`config.mk`:
```
export PLATFORM = sky130hd
export DESIGN_NAME = instr_fetch
export DESIGN_NICKNAME = d
export VERILOG_FILES = /design/src/rtl/instr_fetch.sv
export SDC_FILE = /design/constraint.sdc
export NUM_CORES = 1
export LEC_CHECK = 0
export BUFFER_PORTS_ARGS = -buffer_cell sky130_fd_sc_hd__buf_2
export CORE_MARGIN = 5
export CORE_UTILIZATION = 44
export DETAILED_ROUTE_END_ITERATION = 10
export PLACE_DENSITY = 0.76
export REMOVE_ABC_BUFFERS = 1
export SLEW_MARGIN = 10
export SYNTH_ARGS = -nofsm -noshare
export SYNTH_HDL_FRONTEND = slang
export SYNTH_SLANG_ARGS = --single-unit
export TNS_END_PERCENT = 20
```
`constraint.sdc`:
```
create_clock -name clk_i -period 2 [get_ports clk_i]
set_clock_uncertainty 0.05 [all_clocks]
set_input_delay 0.1 -clock clk_i [delete_from_list [all_inputs] [get_ports clk_i]]
set_output_delay 0.1 -clock clk_i [all_outputs]
set_load 0.005 [all_outputs]
```
`src/rtl/instr_fetch.sv`:
```
// instr_fetch: single-outstanding instruction fetch with redirect/squash toward decode.
// Optional misaligned-redirect trap: define IFETCH_MISALIGN_TRAP_EN.
module instr_fetch #(
  parameter logic [31:0] RESET_PC = 32'h0000_0000
) (
  input  logic        clk_i,
  input  logic        rstn_i,
  output logic        mem_req_o,
  output logic [31:0] mem_addr_o,
  input  logic        mem_gnt_i,
  input  logic        mem_rvalid_i,
  input  logic [31:0] mem_rdata_i,
  output logic        instr_valid_o,
  output logic [31:0] instr_o,
  output logic [31:0] instr_pc_o,
  input  logic        instr_ready_i,
  input  logic        redirect_i,
  input  logic [31:0] redirect_pc_i,
  output logic        fetch_err_o
);
  typedef enum logic [2:0] {ST_RESET, ST_REQ, ST_WAIT, ST_HOLD, ST_DROP} state_t;
  state_t      r_state, w_state;
  logic [31:0] r_pc, w_pc, r_instr, w_instr, r_ipc, w_ipc, w_tgt;
  logic        r_valid, w_valid, r_err, w_err, w_mis, w_pend;
`ifdef IFETCH_MISALIGN_TRAP_EN
  assign w_tgt = redirect_pc_i;
  assign w_mis = |redirect_pc_i[1:0];
`else
  assign w_tgt = redirect_pc_i & 32'hFFFF_FFFC;
  assign w_mis = 1'b0;
`endif
  // A response is still owed by memory after this cycle
  assign w_pend = (r_state == ST_REQ && mem_gnt_i) ||
                  ((r_state == ST_WAIT || r_state == ST_DROP) && !mem_rvalid_i);
  always_comb begin
    w_state = r_state;
    w_pc    = r_pc;
    w_instr = r_instr;
    w_ipc   = r_ipc;
    w_valid = r_valid;
    w_err   = r_err;
    case (r_state)
      ST_RESET: w_state = ST_REQ;
      ST_REQ:   w_state = mem_gnt_i ? ST_WAIT : ST_REQ;
      ST_WAIT: if (mem_rvalid_i) begin
        w_instr = mem_rdata_i;
        w_ipc   = r_pc;
        w_valid = 1'b1;
        w_pc    = r_pc + 32'd4;
        w_state = ST_HOLD;
      end
      ST_HOLD: if (instr_ready_i && r_valid) begin
        w_valid = 1'b0;
        w_state = ST_REQ;
      end
      ST_DROP: if (mem_rvalid_i) w_state = r_err ? ST_HOLD : ST_REQ;
      default: w_state = ST_RESET;
    endcase
    // Redirect overrides everything, including a response landing this cycle
    if (redirect_i) begin
      w_pc    = w_tgt;
      w_instr = r_instr;
      w_ipc   = r_ipc;
      w_valid = 1'b0;
      w_err   = w_mis;
      w_state = w_pend ? ST_DROP : (w_mis ? ST_HOLD : ST_REQ);
    end
  end
  always_ff @(posedge clk_i or negedge rstn_i) begin
    if (!rstn_i) begin
      r_state <= ST_RESET;
      r_pc    <= RESET_PC;
      r_instr <= 32'h0000_0013;
      r_ipc   <= RESET_PC;
      r_valid <= 1'b0;
      r_err   <= 1'b0;
    end else begin
      r_state <= w_state;
      r_pc    <= w_pc;
      r_instr <= w_instr;
      r_ipc   <= w_ipc;
      r_valid <= w_valid;
      r_err   <= w_err;
    end
  end
  assign mem_req_o     = (r_state == ST_REQ);
  assign mem_addr_o    = r_pc;
  assign instr_valid_o = r_valid;
  assign instr_o       = r_instr;
  assign instr_pc_o    = r_ipc;
  assign fetch_err_o   = r_err;
endmodule
```
==> impl_metrics.json <==
{
  "worstReg2RegEnd": "mem_addr_o[29]",
  "drtIter0Drc": 147,
  "synth-seq-cells": 96,
  "core-area_sq_um": 9640,
  "synth_area_per_cell_sq_um": 12.1,
  "power_mw": 6.04,
  "cap_violations": 0,
  "vias": 3653,
  "hold_slack_ps": 41.6,
  "top_usage_layer": "met2",
  "crit_path_top_delay_cell": "or4_4",
  "hold_viol": 0,
  "post-route-util": 0.654,
  "syn2layout_area_growth_pct": 46.7,
  "grtUsageMet3": 0.0361,
  "cpPeakStageDelay_ps": 570,
  "grt_pass1_wl_um": 19200,
  "yosysWarnings": 0,
  "crit_buf_inv": 1,
  "gp_congestion": 0.810,
  "rsz0062_at_grt": "yes",
  "hpwlAfterDp_um": 7960,
  "hp-class": "primary input to asynchronous set/reset pin",
  "dp.cells": 658,
  "syn_area_sq_um": 4300,
  "setup_violations": 0,
  "worstRegToRegCells": 6,
  "synth_edf_count": 0,
  "firstDrtPassIters": 5,
  "pin_count": 169,
  "dieWidth_um": 109,
  "layout.nets": 674,
  "wire_per_inst_um": 15.9,
  "status": "completed",
  "cp_top_family": "simple AND/OR/NAND/NOR gates",
  "grt_use_total": 0.208,
  "antenna_found_initial": 0,
  "die_area_sq_um": 11800,
  "path_class": "flop to flop",
  "start_kind": "flop",
  "fin_crit_sh": 0.963,
  "path_clk_slew_ps": 100,
  "drv_slew": 0,
  "drive_gt1_frac": 0.462,
  "cts_buffer_depth": 2,
  "tritoncts.num_buffers": 9,
  "syn_inst": 354,
  "ant_nets": 0,
  "max_freq_mhz": 519,
  "leakagePower_nw": 3.09,
  "grt.met2_usage": 0.386,
  "cp_data_required_time_ps": 2180,
  "synthArstFlopShare": 1.00,
  "use_met1": 0.243,
  "timing.final.ws_setup_ps": 74.1,
  "vdd_ir_drop_max_v": 0.000556,
  "wl_um": 11800,
  "cts_setup_buffers": 0,
  "final_cells": 742,
  "cp-end-kind": "flop",
  "cts_tree": "done",
  "htreeDepth": 3,
  "relSlewSlack": 0.637,
  "cp_max_fo": 10,
  "io_buffers": 161,
  "power_density_nw_per_um2": 958,
  "clock-sinks": 96,
  "arrival_ps": 2100,
  "path_cells": "nand4bb_1 > buf_4 > or4_4 > nor4_2 > xnor2_1 > o21ai_1",
  "ys_seq_area_frac": 0.560,
  "clk_latency_ps": 370,
  "dieHeight_um": 109,
  "tightest_slew_ps": 544,
  "row_count": 36,
  "drcViolationCount": 0,
  "reg2reg_from": "r_state[2]",
  "via_per_inst": 4.92,
  "dp_slack_ps": 88.2,
  "root_buffer": "clkbuf_8",
  "synth_cell_type_count": 45,
  "first_global_vias": 3973,
  "synth-main-ff-cell": "dfrtp_1",
  "grt_max_degree": 65,
  "initial_utilization": 0.446,
  "reg2reg_slack_ps": 70,
  "overflow": 0,
  "period_needed_ps": 1930
}
[sequential cells by signal, summed over array words and instances, names as in the netlist]
signal         flops
instr_valid_o      1
mem_addr_o        30
instr_pc_o        30
r_state            3
instr_o           32
[how the worst max path moves through the flow]
stage / from / to / slack [ps] / cells past startpoint
3_5_place_dp: mem_addr_o[16] / mem_addr_o[31] / 90 / 5
5_1_grt: mem_addr_o[16] / mem_addr_o[30] / -10 / 5
3_3_place_gp: r_state[2] / mem_addr_o[29] / 110 / 6
6_report: r_state[2] / mem_addr_o[29] / 70 / 6
4_1_cts: r_state[2] / mem_addr_o[29] / 70 / 6
2_1_floorplan: r_state[0] / instr_o[10] / -2290 / 3
[cell usage after synthesis (4+ instances only)]
| library cell | number | share of area |
|---|---|---|
| dfrtp_1 | 93 | 0.54 |
| mux2_2 | 62 | 0.16 |
| nand2_1 | 42 | 0.037 |
| o21ai_0 | 27 | 0.031 |
| xor2_1 | 19 | 0.039 |
| nor2_1 | 11 | 0.0096 |
| nand3_1 | 10 | 0.012 |
| clkbuf_1 | 8 | 0.0070 |
| nand4_1 | 8 | 0.012 |
| xnor2_1 | 7 | 0.014 |
| buf_2 | 6 | 0.0070 |
| buf_4 | 5 | 0.0087 |
| a21oi_1 | 4 | 0.0047 |
| a31oi_1 | 4 | 0.0058 |
[logic make-up after synthesis]
logic type	count (synthesis)	synth area share
compound gates	45	0.0577
xor+xnor	26	0.0530
fa+ha+maj	1	0.00291
buf+inv	23	0.0280
flops	96	0.560
mux	63	0.165
other cells	1	0.000873
simple gates	99	0.133
[layout by cell type (no fill, tap or decap), types with 3 or more instances in the layout]
master         instances
buf_12                 3
nand3_1               10
mux2_2                62
nand4_1                8
o21ai_1                3
buf_4                 23
dfstp_2                3
buf_2                160
a31oi_1                4
nor2_1                10
clkbuf_8               9
a21oi_1                4
dfrtp_1               92
o21ai_0               27
and3_1                 3
xor2_1                19
xnor2_1                7
conb_1                 5
nand2_1               42
inv_1                  3
dlygate4sd3_1         67
nor3_1                 3
[per-stage QoR]
| step | TNS [ps] | cell area (sq um) |
|---|---|---|
| after floorplan | -142170 | 4200 |
| after global placement | 0 | 5420 |
| after detailed placement | 0 | 5420 |
| after CTS | 0 | 6290 |
| after global routing | -26.6 | 6300 |
| final | 0 | 6300 |
[where the power goes]
part | internal [mW] | leakage (nW) | switching (mW)
clock | 0.602 | 0.103 | 0.735
sequential | 2.54 | 1.22 | 0.335
combinational | 1.06 | 1.77 | 0.764
[repair_timing]
| item | in CTS | in global routing |
|---|---|---|
| endpoints found under the hold margin | 158 | 0 |
| hold buffers | 67 | 0 |
| setup endpoints to repair | 0 | 4 |
| resized for setup | 0 | 3 |
[routing by layer]
| layer | vias up | share of wire | wire, um |
|---|---|---|---|
| met2 | 114 | 0.54 | 6410 |
| met4 | 0 | 0.012 | 138 |
| met3 | 12 | 0.054 | 642 |
| met5 | - | 0 | 0 |
| met1 | 1794 | 0.39 | 4620 |
| li1 | 1733 | - | - |
[worst register-to-register path, cell delays in order, from the launching register on]
cell and delay, ps:
dfrtp_1 390, nand4bb_1 180, buf_4 200, or4_4 570, nor4_2 190, xnor2_1 150, o21ai_1 70
[cell type report]
cell class	instances	area (sq um)
flip-flops and latches	96	2410
clock inverters	6	76.3
repair buffers	254	1720
clock buffers	10	128
multi-input cells	239	1800
inverters	3	11.3
fillers	767	3340
diodes	1	2.50
well taps	133	166
Note: power is estimated with default switching activity, not from simulation.
